--- src/rtl/execute_pkg.sv ---
// execute_pkg: shared definitions for the execute stage with M-extension.
// Contents: RV opcode constants, ALU operation select, operand-forward
// select codes, M-extension funct3 codes, the multiply/divide FSM state
// type and the default NOP instruction (addi x0, x0, 0).
package execute_pkg;

    localparam logic [6:0] OP_LUI   = 7'b0110111;
    localparam logic [6:0] OP_AUIPC = 7'b0010111;
    localparam logic [6:0] OP_JAL   = 7'b1101111;
    localparam logic [6:0] OP_JALR  = 7'b1100111;
    localparam logic [6:0] OP_BCC   = 7'b1100011;
    localparam logic [6:0] OP_LCC   = 7'b0000011;
    localparam logic [6:0] OP_SCC   = 7'b0100011;
    localparam logic [6:0] OP_MCC   = 7'b0010011;
    localparam logic [6:0] OP_RCC   = 7'b0110011;

    localparam logic [6:0] FUNCT7_M = 7'b0000001;

    typedef enum logic [3:0] {
        ALU_ADD, ALU_SUB, ALU_SLL, ALU_SLT, ALU_SLTU, ALU_XOR,
        ALU_SRL, ALU_SRA, ALU_OR, ALU_AND, ALU_PASSB
    } alu_sel_e;

    localparam logic [1:0] BYP_NONE = 2'd0;
    localparam logic [1:0] BYP_MX   = 2'd1;
    localparam logic [1:0] BYP_WX   = 2'd2;

    localparam logic [2:0] M_MUL    = 3'd0;
    localparam logic [2:0] M_MULH   = 3'd1;
    localparam logic [2:0] M_MULHSU = 3'd2;
    localparam logic [2:0] M_MULHU  = 3'd3;
    localparam logic [2:0] M_DIV    = 3'd4;
    localparam logic [2:0] M_DIVU   = 3'd5;
    localparam logic [2:0] M_REM    = 3'd6;
    localparam logic [2:0] M_REMU   = 3'd7;

    typedef enum logic [1:0] {MD_IDLE, MD_MUL, MD_DIV, MD_DONE} md_state_e;

    localparam logic [31:0] NOP_INST_DEFAULT = 32'h00000013;

endpackage

--- src/rtl/execute_md_muldiv.sv ---
// muldiv_unit: iterative RV M-extension multiply/divide.
// Ports: clk, rst_n (async active-low); start, op (M funct3), a, b in;
//        busy, done, result out.
// Handshake: start is sampled only in IDLE and operands are captured on
// that edge. busy is high while counting (MUL/DIV states); done is high
// for exactly one cycle (DONE) with result valid, then the unit is IDLE.
// The multiply product is formed at capture and the MUL state only
// models latency. Division is restoring, on magnitudes, one quotient bit
// per cycle: the first bit at capture, the remaining XLEN-1 in DIV.
module muldiv_unit
    import execute_pkg::*;
#(
    parameter int XLEN       = 32,
    parameter int MUL_CYCLES = 2
) (
    input  logic            clk,
    input  logic            rst_n,
    input  logic            start,
    input  logic [2:0]      op,
    input  logic [XLEN-1:0] a,
    input  logic [XLEN-1:0] b,
    output logic            busy,
    output logic            done,
    output logic [XLEN-1:0] result
);

    localparam int CW = $clog2(XLEN + 1);
    localparam logic [XLEN-1:0] SMIN = {1'b1, {(XLEN-1){1'b0}}};

    md_state_e       state;
    logic [CW-1:0]   count;
    logic [XLEN-1:0] rem_r, quo_r, div_r, res_r;
    logic            neg_q_r, neg_r_r, is_rem_r;

    logic              a_signed, b_signed, a_neg, b_neg, div_zero, div_ovf;
    logic [XLEN-1:0]   a_mag, b_mag, mul_res, special_res;
    logic [2*XLEN-1:0] a_ext, b_ext, prod;
    logic [XLEN-1:0]   st_rem_in, st_quo_in, st_div, st_rem, st_quo;
    logic [XLEN-1:0]   q_fix, r_fix;
    logic [XLEN:0]     rem_sh, diff;
    logic              take;

    always_comb begin
        a_signed = op[2] ? ~op[0] : (op == M_MULH || op == M_MULHSU);
        b_signed = op[2] ? ~op[0] : (op == M_MULH);
        a_neg    = a_signed & a[XLEN-1];
        b_neg    = b_signed & b[XLEN-1];
        a_mag    = a_neg ? -a : a;
        b_mag    = b_neg ? -b : b;
        // Sign-extending to 2*XLEN makes one unsigned multiply serve all
        // four signedness combinations.
        a_ext    = {{XLEN{a_neg}}, a};
        b_ext    = {{XLEN{b_neg}}, b};
        prod     = a_ext * b_ext;
        mul_res  = (op == M_MUL) ? prod[XLEN-1:0] : prod[2*XLEN-1:XLEN];
        div_zero = (b == '0);
        div_ovf  = a_signed && (a == SMIN) && (b == '1);
        if (div_zero) special_res = op[1] ? a : '1;
        else          special_res = op[1] ? '0 : a;

        // One restoring step; the capture cycle feeds it from the inputs.
        st_rem_in = (state == MD_IDLE) ? '0    : rem_r;
        st_quo_in = (state == MD_IDLE) ? a_mag : quo_r;
        st_div    = (state == MD_IDLE) ? b_mag : div_r;
        rem_sh    = {st_rem_in, st_quo_in[XLEN-1]};
        diff      = rem_sh - {1'b0, st_div};
        take      = ~diff[XLEN];
        st_rem    = take ? diff[XLEN-1:0] : rem_sh[XLEN-1:0];
        st_quo    = {st_quo_in[XLEN-2:0], take};
        q_fix     = neg_q_r ? -st_quo : st_quo;
        r_fix     = neg_r_r ? -st_rem : st_rem;
    end

    always_ff @(posedge clk or negedge rst_n) begin
        if (!rst_n) begin
            state    <= MD_IDLE;
            count    <= '0;
            rem_r    <= '0;
            quo_r    <= '0;
            div_r    <= '0;
            res_r    <= '0;
            neg_q_r  <= 1'b0;
            neg_r_r  <= 1'b0;
            is_rem_r <= 1'b0;
        end else begin
            case (state)
                MD_IDLE: if (start) begin
                    if (op[2]) begin
                        if (div_zero || div_ovf) begin
                            res_r <= special_res;
                            state <= MD_DONE;
                        end else begin
                            rem_r    <= st_rem;
                            quo_r    <= st_quo;
                            div_r    <= b_mag;
                            neg_q_r  <= a_neg ^ b_neg;
                            neg_r_r  <= a_neg;
                            is_rem_r <= op[1];
                            count    <= CW'(XLEN - 1);
                            state    <= MD_DIV;
                        end
                    end else begin
                        res_r <= mul_res;
                        count <= CW'(MUL_CYCLES - 1);
                        state <= (MUL_CYCLES == 1) ? MD_DONE : MD_MUL;
                    end
                end
                MD_MUL: begin
                    count <= count - 1'b1;
                    if (count == CW'(1)) state <= MD_DONE;
                end
                MD_DIV: begin
                    rem_r <= st_rem;
                    quo_r <= st_quo;
                    count <= count - 1'b1;
                    if (count == CW'(1)) begin
                        res_r <= is_rem_r ? r_fix : q_fix;
                        state <= MD_DONE;
                    end
                end
                MD_DONE: state <= MD_IDLE;
                default: state <= MD_IDLE;
            endcase
        end
    end

    assign busy   = (state == MD_MUL) || (state == MD_DIV);
    assign done   = (state == MD_DONE);
    assign result = res_r;

endmodule

--- src/rtl/execute_md.sv ---
// execute_md: execute stage with D/X register, MX/WX bypass, ALU, branch
// resolution, kill generation and an iterative M-extension unit.
// Ports: clk, rst_n (async active-low); PC_d, inst_d, rs1_d, rs2_d from
// decode; alu_m_bypass / wb_w_bypass forward values with rs1_bypass /
// rs2_bypass selects (0 none, 1 MX, 2 WX, 3 none). Outputs: PC_x, inst_x,
// alu_x (valid when stall_dx=0), rs2_x (store data), PCSel, kill_dx,
// stall_dx (hold F/D and X while an M-op is in flight).
module execute_md
    import execute_pkg::*;
#(
    parameter int          XLEN       = 32,
    parameter int          MUL_CYCLES = 2,
    parameter logic [31:0] NOP_INST   = NOP_INST_DEFAULT
) (
    input  logic            clk,
    input  logic            rst_n,
    input  logic [XLEN-1:0] PC_d,
    input  logic [31:0]     inst_d,
    input  logic [XLEN-1:0] rs1_d,
    input  logic [XLEN-1:0] rs2_d,
    input  logic [XLEN-1:0] alu_m_bypass,
    input  logic [XLEN-1:0] wb_w_bypass,
    input  logic [1:0]      rs1_bypass,
    input  logic [1:0]      rs2_bypass,
    output logic [XLEN-1:0] PC_x,
    output logic [31:0]     inst_x,
    output logic [XLEN-1:0] alu_x,
    output logic [XLEN-1:0] rs2_x,
    output logic            PCSel,
    output logic            kill_dx,
    output logic            stall_dx
);

    localparam int SHW = $clog2(XLEN);

    logic [XLEN-1:0] rs1_q, rs2_q, rs1_fwd, rs2_fwd;
    logic [XLEN-1:0] op_a, op_b, imm, alu_res, alu_base, md_result;
    logic [31:0]     imm32;
    logic [6:0]      opcode, funct7;
    logic [2:0]      funct3;
    logic [SHW-1:0]  shamt;
    alu_sel_e        alu_sel;
    logic            is_m, md_start, md_busy, md_done, taken, redirect;

    assign opcode = inst_x[6:0];
    assign funct3 = inst_x[14:12];
    assign funct7 = inst_x[31:25];

    always_comb begin
        rs1_fwd = (rs1_bypass == BYP_MX) ? alu_m_bypass :
                  (rs1_bypass == BYP_WX) ? wb_w_bypass  : rs1_q;
        rs2_fwd = (rs2_bypass == BYP_MX) ? alu_m_bypass :
                  (rs2_bypass == BYP_WX) ? wb_w_bypass  : rs2_q;

        case (opcode)
            OP_JALR, OP_LCC, OP_MCC: imm32 = {{20{inst_x[31]}}, inst_x[31:20]};
            OP_SCC:   imm32 = {{20{inst_x[31]}}, inst_x[31:25], inst_x[11:7]};
            OP_BCC:   imm32 = {{19{inst_x[31]}}, inst_x[31], inst_x[7],
                               inst_x[30:25], inst_x[11:8], 1'b0};
            OP_LUI, OP_AUIPC: imm32 = {inst_x[31:12], 12'b0};
            OP_JAL:   imm32 = {{12{inst_x[31]}}, inst_x[19:12], inst_x[20],
                               inst_x[30:21], 1'b0};
            default:  imm32 = '0;
        endcase
        imm = XLEN'($signed(imm32));

        op_a  = (opcode == OP_JAL || opcode == OP_AUIPC || opcode == OP_BCC) ? PC_x : rs1_fwd;
        op_b  = (opcode == OP_RCC) ? rs2_fwd : imm;
        shamt = op_b[SHW-1:0];

        alu_sel = ALU_ADD;
        if (opcode == OP_LUI) begin
            alu_sel = ALU_PASSB;
        end else if (opcode == OP_MCC || opcode == OP_RCC) begin
            case (funct3)
                3'b000:  alu_sel = (opcode == OP_RCC && funct7[5]) ? ALU_SUB : ALU_ADD;
                3'b001:  alu_sel = ALU_SLL;
                3'b010:  alu_sel = ALU_SLT;
                3'b011:  alu_sel = ALU_SLTU;
                3'b100:  alu_sel = ALU_XOR;
                3'b101:  alu_sel = funct7[5] ? ALU_SRA : ALU_SRL;
                3'b110:  alu_sel = ALU_OR;
                default: alu_sel = ALU_AND;
            endcase
        end

        case (alu_sel)
            ALU_SUB:   alu_res = op_a - op_b;
            ALU_SLL:   alu_res = op_a << shamt;
            ALU_SLT:   alu_res = XLEN'($signed(op_a) < $signed(op_b));
            ALU_SLTU:  alu_res = XLEN'(op_a < op_b);
            ALU_XOR:   alu_res = op_a ^ op_b;
            ALU_SRL:   alu_res = op_a >> shamt;
            ALU_SRA:   alu_res = $signed(op_a) >>> shamt;
            ALU_OR:    alu_res = op_a | op_b;
            ALU_AND:   alu_res = op_a & op_b;
            ALU_PASSB: alu_res = op_b;
            default:   alu_res = op_a + op_b;
        endcase
        alu_base = (opcode == OP_JALR) ? {alu_res[XLEN-1:1], 1'b0} : alu_res;

        case (funct3)
            3'b000:  taken = (rs1_fwd == rs2_fwd);
            3'b001:  taken = (rs1_fwd != rs2_fwd);
            3'b100:  taken = ($signed(rs1_fwd) <  $signed(rs2_fwd));
            3'b101:  taken = ($signed(rs1_fwd) >= $signed(rs2_fwd));
            3'b110:  taken = (rs1_fwd <  rs2_fwd);
            3'b111:  taken = (rs1_fwd >= rs2_fwd);
            default: taken = 1'b0;
        endcase
        redirect = (opcode == OP_JAL) || (opcode == OP_JALR) || (opcode == OP_BCC && taken);
    end

    // While DONE the finished M-op is still in X and must not restart;
    // the next instruction is examined only once the unit is back in IDLE.
    assign is_m     = (opcode == OP_RCC) && (funct7 == FUNCT7_M);
    assign md_start = is_m && !md_busy && !md_done;
    assign stall_dx = md_busy || md_start;
    assign PCSel    = redirect && !stall_dx;
    assign kill_dx  = PCSel;
    assign alu_x    = md_done ? md_result : alu_base;
    assign rs2_x    = rs2_fwd;

    always_ff @(posedge clk or negedge rst_n) begin
        if (!rst_n) begin
            PC_x   <= '0;
            inst_x <= NOP_INST;
            rs1_q  <= '0;
            rs2_q  <= '0;
        end else if (stall_dx) begin
            PC_x   <= PC_x;
        end else if (kill_dx) begin
            PC_x   <= '0;
            inst_x <= NOP_INST;
            rs1_q  <= '0;
            rs2_q  <= '0;
        end else begin
            PC_x   <= PC_d;
            inst_x <= inst_d;
            rs1_q  <= rs1_d;
            rs2_q  <= rs2_d;
        end
    end

    muldiv_unit #(
        .XLEN       (XLEN),
        .MUL_CYCLES (MUL_CYCLES)
    ) u_md (
        .clk    (clk),
        .rst_n  (rst_n),
        .start  (md_start),
        .op     (funct3),
        .a      (rs1_fwd),
        .b      (rs2_fwd),
        .busy   (md_busy),
        .done   (md_done),
        .result (md_result)
    );

endmodule

--- config.mk ---
export PLATFORM = sky130hd
export DESIGN_NAME = execute_md
export DESIGN_NICKNAME = d
export VERILOG_FILES = /design/src/rtl/execute_pkg.sv /design/src/rtl/execute_md_muldiv.sv /design/src/rtl/execute_md.sv
export SDC_FILE = /design/constraint.sdc
export NUM_CORES = 2
export LEC_CHECK = 0
export CORE_ASPECT_RATIO = 0.75
export CORE_MARGIN = 3
export CORE_UTILIZATION = 45
export CTS_CLUSTER_DIAMETER = 80
export DETAILED_ROUTE_END_ITERATION = 10
export PLACE_DENSITY = 0.64
export RECOVER_POWER = 25
export SLEW_MARGIN = 20
export SYNTH_ARGS = -nofsm -noshare
export SYNTH_HDL_FRONTEND = slang
export SYNTH_HIERARCHICAL = 1
export SYNTH_SLANG_ARGS = --single-unit
--- constraint.sdc ---
create_clock -name clk -period 11.85 [get_ports clk]
set_clock_uncertainty 0.05 [all_clocks]
set_input_delay 1.7775 -clock clk [delete_from_list [all_inputs] [get_ports clk]]
set_output_delay 1.7775 -clock clk [all_outputs]
set_load 0.02 [all_outputs]
# ---- After elaboration in Yosys (flattened, before gate mapping)
# Cells that the tools add are included.
dict set report op_classes {
  shifts 3
  bitwise_logic 9
  magnitude_cmp 6
  n_reduce_logical 33
  eq_ne 46
  mul 1
  muxes 57
  n_addsub 8
}
# cell n
set op_table {}
lappend op_table {{32-bit 2-to-1 mux} 34}
lappend op_table {{32-bit case mux with 10 select lines} 1}
lappend op_table {{32-bit case mux with 2 select lines} 3}
lappend op_table {{32-bit case mux with 5 select lines} 1}
lappend op_table {{32-bit < comparator} 4}
lappend op_table {{32-bit negator} 4}
lappend op_table {{32-bit == test, second input constant} 2}
lappend op_table {{32-bit greater-or-equal comparator} 2}
lappend op_table {{33-bit by 33-bit multiplier with 64-bit output} 1}
lappend op_table {{33-bit by 32-bit subtractor with 33-bit output} 1}
lappend op_table {{32-bit adder} 1}
lappend op_table {{32-bit AND} 1}
lappend op_table {{32-bit == test} 1}
lappend op_table {{32-bit zero test} 1}
lappend op_table {{32-bit inequality test} 1}
lappend op_table {{32-bit bitwise OR} 1}
lappend op_table {{32-bit by 5-bit << shifter with 32-bit output} 1}
lappend op_table {{32-bit by 5-bit >> shifter with 32-bit output} 1}
lappend op_table {{32-bit by 5-bit >>> shifter with 32-bit output} 1}
lappend op_table {{32-bit subtractor} 1}
lappend op_table {{32-bit bitwise XOR} 1}
lappend op_table {{4-bit case mux with 7 select lines} 1}
lappend op_table {{7-bit by 6-bit == test with 1-bit output, second input constant} 3}
lappend op_table {{7-bit == test, second input constant} 3}
lappend op_table {{38 further kinds} 92}
dict set report totals {
  reg_bits 267
  word_cells 176
  output_inout_bits 131
  in_bits 198
}

# ---- Depth between registers and ports, before layout
dict set report logic_depth {
  ltp_word 13
  ltp_mapped 43
  depth_no_buf 33
}

# ---- Hierarchy
# Netlist, hierarchy kept.
# mod area_per_inst_um2 cells_each instances
set by_module_without_submodules {}
lappend by_module_without_submodules {muldiv_unit 51503.1 6089 1}
lappend by_module_without_submodules {execute_md 18126.1 2477 1}

# ---- Least setup slack after synthesis
# Ideal clock, no wire load.
dict set report synth_timing {
  path_kind {input port to flip-flop}
  from {in rs2_bypass[0]}
  to {reg u_md.res_r[26], in the netlist u_md/result[26]}
  t_required_ns 11.673
  setup_slack_ns 0.132
  arrival_ns 11.541
  path_stages 38
  n_path_buf 9
  setup_ns 0.127
  path_cell_list {buf_2 > buf_2 > buf_2 > buf_2 > buf_2 > buf_2 > buf_2 > a211oi_1 > a21oi_1 > clkbuf_1 > buf_1 > nand2_1 > fa_1 > inv_1 > fa_1 > inv_1 > fa_1 > inv_1 > [... 2 more ...] > fa_1 > fa_1 > inv_1 > fa_1 > inv_1 > ha_1 > and3_1 > and2_1 > a2111oi_0 > o31a_1 > o32a_1 > a21boi_0 > nor3_1 > nor3_1 > xnor2_1 > o221ai_1 > a22oi_1 > o21ai_1}
}
dict set report synth_between {
  elab_chain_len 13
  word_cells_on_any_way 30
}
# element line_no
set synth_rtl {}
lappend synth_rtl {{start: declaration} execute_md.sv:24} ;# input logic [1:0] rs2_bypass,
lappend synth_rtl {{2-bit == test} execute_md.sv:53} ;# (rs2_bypass == BYP_WX) ? wb_w_bypass : rs2_q;
lappend synth_rtl {{32-bit 2-to-1 mux} execute_md.sv:53}
lappend synth_rtl {{32-bit 2-to-1 mux (*)} execute_md.sv:52} ;# rs2_fwd = (rs2_bypass == BYP_MX) ? alu_m_bypass :
lappend synth_rtl {{named net rs2_x[6]} execute_md.sv:28} ;# output logic [XLEN-1:0] rs2_x,
lappend synth_rtl {{32-bit negator} execute_md_muldiv.sv:49} ;# b_mag = b_neg ? -b : b;
lappend synth_rtl {{32-bit 2-to-1 mux} execute_md_muldiv.sv:49}
lappend synth_rtl {{32-bit 2-to-1 mux} execute_md_muldiv.sv:64} ;# st_div = (state == MD_IDLE) ? b_mag : div_r;
lappend synth_rtl {{33-bit by 32-bit subtractor with 33-bit output} execute_md_muldiv.sv:66} ;# diff = rem_sh - {1'b0, st_div};
lappend synth_rtl {{32-bit 2-to-1 mux or 1-bit inverter (tied branches)} {execute_md_muldiv.sv:68, execute_md_muldiv.sv:67}}
lappend synth_rtl {{32-bit negator (on tied branches)} {execute_md_muldiv.sv:71, execute_md_muldiv.sv:70}}
lappend synth_rtl {{32-bit 2-to-1 mux (on tied branches)} {execute_md_muldiv.sv:71, execute_md_muldiv.sv:70}}
lappend synth_rtl {{32-bit 2-to-1 mux} execute_md_muldiv.sv:117} ;# res_r <= is_rem_r ? r_fix : q_fix;
lappend synth_rtl {{32-bit 2-to-1 mux} execute_md_muldiv.sv:116} ;# if (count == CW'(1)) begin
lappend synth_rtl {{32-bit case mux with 2 select lines} execute_md_muldiv.sv:86} ;# case (state)
lappend synth_rtl {{end signal: assignment} execute_md_muldiv.sv:90} ;# res_r <= special_res;
lappend synth_rtl {{end signal: assignment} execute_md_muldiv.sv:103} ;# res_r <= mul_res;
lappend synth_rtl {{end signal: assignment} execute_md_muldiv.sv:117}
lappend synth_rtl {{end: declaration} execute_md_muldiv.sv:32} ;# logic [XLEN-1:0] rem_r, quo_r, div_r, res_r;
# The timed path passes the listed nets; every way through them passes the cells marked *. The select of a mux whose other input is x is not followed.
# A chain may end at the register's enable or synchronous reset.

# ---- Final worst setup path
dict set report layout_timing {
  from {in rs2_bypass[0]}
  to {out alu_x[28]}
}
dict set report layout_between {
  elab_chain_len 7
  word_cells_on_any_way 15
}
# element line_no
set layout_rtl {}
lappend layout_rtl {{2-bit == test} execute_md.sv:53}
lappend layout_rtl {{32-bit 2-to-1 mux} execute_md.sv:53}
lappend layout_rtl {{32-bit 2-to-1 mux (*)} execute_md.sv:52}
lappend layout_rtl {{32-bit 2-to-1 mux (*)} execute_md.sv:68} ;# op_b = (opcode == OP_RCC) ? rs2_fwd : imm;
lappend layout_rtl {{32-bit adder (tied with other cells)} execute_md.sv:98} ;# default: alu_res = op_a + op_b;
lappend layout_rtl {{32-bit case mux with 10 select lines (*)} execute_md.sv:87} ;# case (alu_sel)
lappend layout_rtl {{32-bit 2-to-1 mux (*)} execute_md.sv:121} ;# assign alu_x = md_done ? md_result : alu_base;
lappend layout_rtl {{end: declaration} execute_md.sv:27} ;# output logic [XLEN-1:0] alu_x,
# Every way passes the cells marked *; elsewhere a longest branch is shown, timed or not.

==> reports/results.ini <==
[status]
outcome = complete, but fails checks
violations = capacitance limit, slew limit

[placed_design]
dpl.hpwl_mm = 260.2
finalWeightedCongestion = 1.132
dp_cells = 10660
io_buffers = 328

[detailed_routing]
drtIter0Drc = 8941
ant_nets = 0
drc = 0
vias_per_cell = 6.138
wirelength_mm = 318.8
dr.pass1.iters = 7
num_vias = 65820
wl_per_cell_um = 29.73

[finish]
final-instance-count-excl-fill = 10720
n_fill_cell = 14700
nets = 10380
syn2layout_area_growth_pct = 11.71
regArea_um2 = 6686
multi_input_area_um2 = 56400
drive_gt1_share_pct = 7.577

[clocking]
cts_max_level = 1
cts_tree = done
clock_latency_ns = 0.64
clk_path_buf_depth = 3
cts-root-buf = clkbuf_16
clkSlewWorstSetupHoldPaths_ns = 0.07
cts_sinks = 267
numCtsBuffers = 31
hold_buffers = 0

[synth]
synth_cells = 8566
synth-simple-area-share_pct = 17.93
synth_compound_area_share_pct = 14.81
synth_nets = 10280
synth-xor-area-share_pct = 2.616
ys_warn_count = 6
yosysMostFrequentCell = nand2_1
synth_area_leaders = fa_1 (32%), dfrtp_1 (9.5%), nand2_1 (7.4%), inv_1 (7.2%), ha_1 (6.9%)
syn_area_per_cell_um2 = 8.129
yosysTopAreaCell = fa_1
ys_seq_area_share_pct = 9.601
synth-edff-count = 0
synth_flop_cell = dfrtp_1
yosys.area_share.adder_pct = 39.31
syn-cell-area_um2 = 69630
ys_types = 112
synth_top_family_by_area = adder cells
synthMuxAreaShare_pct = 5.062
synth_commonest_cells = nand2_1 (1377), inv_1 (1337), fa_1 (1128), o21ai_0 (459), a21oi_1 (411)
async_flop_share_pct = 100.0
synth_top_area_share_pct = 32.43
ys_ff_latch = 267

[sta]
fin_crit_sh_pct = 98.35
fmax_mhz = 85.81
worst_slew_pin_slew_ns = 4.308
fin_crit_ns = 11.65
rsz0062_at_grt = no
hold_viol_final = 0
setup_viol = 0
final-max-slew-violation-count = 272
tns_ns = 0
slew_headroom_pct = -187.2

[global_route]
grtUsageMet2_pct = 49.82
grt_use_met1_pct = 58.99
track_usage_pct = 39.51
antenna_found_initial = 21
grt_use_met3_pct = 17.47
grt_max_degree = 141
grt_pass1_vias = 65030
grt-ovfl-total = 0
busiest_layer = met1
grt_pass1_wl_mm = 461.9

[critical_path]
path_cells = buf_4, buf_4, mux2_2, o21ai_0, inv_2, buf_4, buf_4, a221oi_1, buf_4, inv_1, ha_1, nor3_1, and2_1, a21boi_0, o21ai_0, nor4b_1, o31a_1, o21bai_1, a211oi_1, mux2i_1, a2111oi_1, a2bb2oi_1, clkdlybuf4s50_1
endpoint = alu_x[28]
critical-path-max-stage-delay_ns = 0.77
startpoint_type = input pin
r2r_cells = 29
cp_common_cell = buf_4
cp_slowest_cell = a221oi_1
required_ns = 10.02
crit_type = input pin to primary output
reg2reg_to = u_md/result[29]$_DFFE_PN0P_
cp-end-kind = primary output
rrSetupSlack_ns = 1.95
crit_fanout = 27
crit_path_start = rs2_bypass[0]
r2r_start = inst_x[12]$_DFFE_PN0N_
worstPathArrival_ns = 9.83

[floorplanning]
core_area_um2 = 153000
die_h_um = 346.7
die_area_um2 = 159500
die_w_um = 460.2
rows = 124
ios = 329
start_util_pct = 45.52

[flow_run]
drv_cap = 3

[min_path]
hp-class = flop to flop
worstHoldStart = u_md/rem_r[29]$_DFFE_PN0P_

==> routing by layer <==
layer | share of wire (%) | wire length [µm] | vias up
met2 | 37 | 117900 | 4280
met1 | 44 | 140000 | 33110
met4 | 3.8 | 12170 | 20
met3 | 15 | 47870 | 569
li1 | - | - | 27840
met5 | 0.26 | 826 | -
==> cell usage in the layout (no fill, tap or decap), types with 31 or more instances in the layout <==
cell,instances
a211oi_1,101
a21o_1,73
a21oi_1,362
a21oi_4,49
a221oi_1,32
a31oi_1,56
and2_1,328
and3_1,34
buf_4,315
clkbuf_16,31
clkdlybuf4s50_1,323
dfrtp_1,263
fa_1,1128
ha_1,382
inv_1,1327
mux2_2,80
mux2i_1,223
nand2_1,1375
nand2b_1,51
nand3_1,96
nand4_1,53
nor2_1,396
nor2b_1,112
nor3_1,81
o211ai_1,46
o21ai_0,457
o22ai_1,33
o31ai_1,49
or3_1,31
xnor2_1,139
xor2_1,69
==> sequential cells by signal (all words and copies together), names as in the netlist <==
| signal | cells |
|---|---|
| u_md/rem_r | 32 |
| u_md/div_r | 32 |
| u_md/state | 2 |
| u_md/quo_r | 32 |
| rs1_q | 32 |
| PC_x | 32 |
| u_md/neg_r_r | 1 |
| inst_x | 32 |
| u_md/result | 32 |
| rs2_q | 32 |
| u_md/count | 6 |
| u_md/neg_q_r | 1 |
| u_md/is_rem_r | 1 |
==> metrics by stage <==
step	setup WS (ns)	util, %	hold slack [ns]	cell area (µm²)
final	0.1960	50.84	0.4148	77780
after global routing	0.1278	50.84	0.4431	77770
after CTS	0.1383	50.80	0.4156	77720
after detailed placement	0.1708	50.09	0.3987	76630
after global placement	0.1195	50.05	0.3917	76560
after floorplan	0.1323	-	0.3809	69630
==> kinds of logic after synthesis <==
| kind of cell | after synthesis |
|---|---|
| AOI/OAI and AO/OA | 1609 |
| xor gates and xnor gates | 208 |
| adders and majority gates | 1511 |
| buffers and inverters | 1931 |
| DFF | 267 |
| muxes | 336 |
| and+or+nand+nor | 2704 |
==> layout make-up <==
| type | instances | area share, % |
|---|---|---|
| Clock inverter | 17 | 0.2751 |
| Antenna cell | 10 | 0.03217 |
| Clock buffer | 38 | 1.121 |
| Tap cell | 2016 | 3.243 |
| Multi-Input combinational cell | 6368 | 72.52 |
| Inverter | 1347 | 6.509 |
| Sequential cell | 267 | 8.597 |
| Timing Repair Buffer | 660 | 7.705 |
==> critical path, delay by kind of cell <==
| kind | cells | cell delay [ns] |
|---|---|---|
| fa+ha+maj | 1 | 0.49 |
| simple gates | 3 | 0.99 |
| compound gates | 9 | 3.37 |
| buf+inv | 8 | 2.61 |
| mux | 2 | 0.52 |
==> what timing repair did <==
action                     CTS  global route
buffers inserted             0             0
setup endpoints to repair    0             2
gates resized for setup      0             3
==> worst min-delay path by stage <==
stage                                             to  depth (start not counted)
after floorplan           u_md/quo_r[21]$_DFFE_PN0P_                          2
after global placement    u_md/quo_r[21]$_DFFE_PN0P_                          2
after detailed placement  u_md/rem_r[29]$_DFFE_PN0P_                          2
after CTS                 u_md/rem_r[29]$_DFFE_PN0P_                          2
after global routing      u_md/quo_r[30]$_DFFE_PN0P_                          2
final                     u_md/rem_r[29]$_DFFE_PN0P_                          2
Power is not shown: default switching activity piles up to over one toggle a cycle in this logic, so the estimate is an artifact.
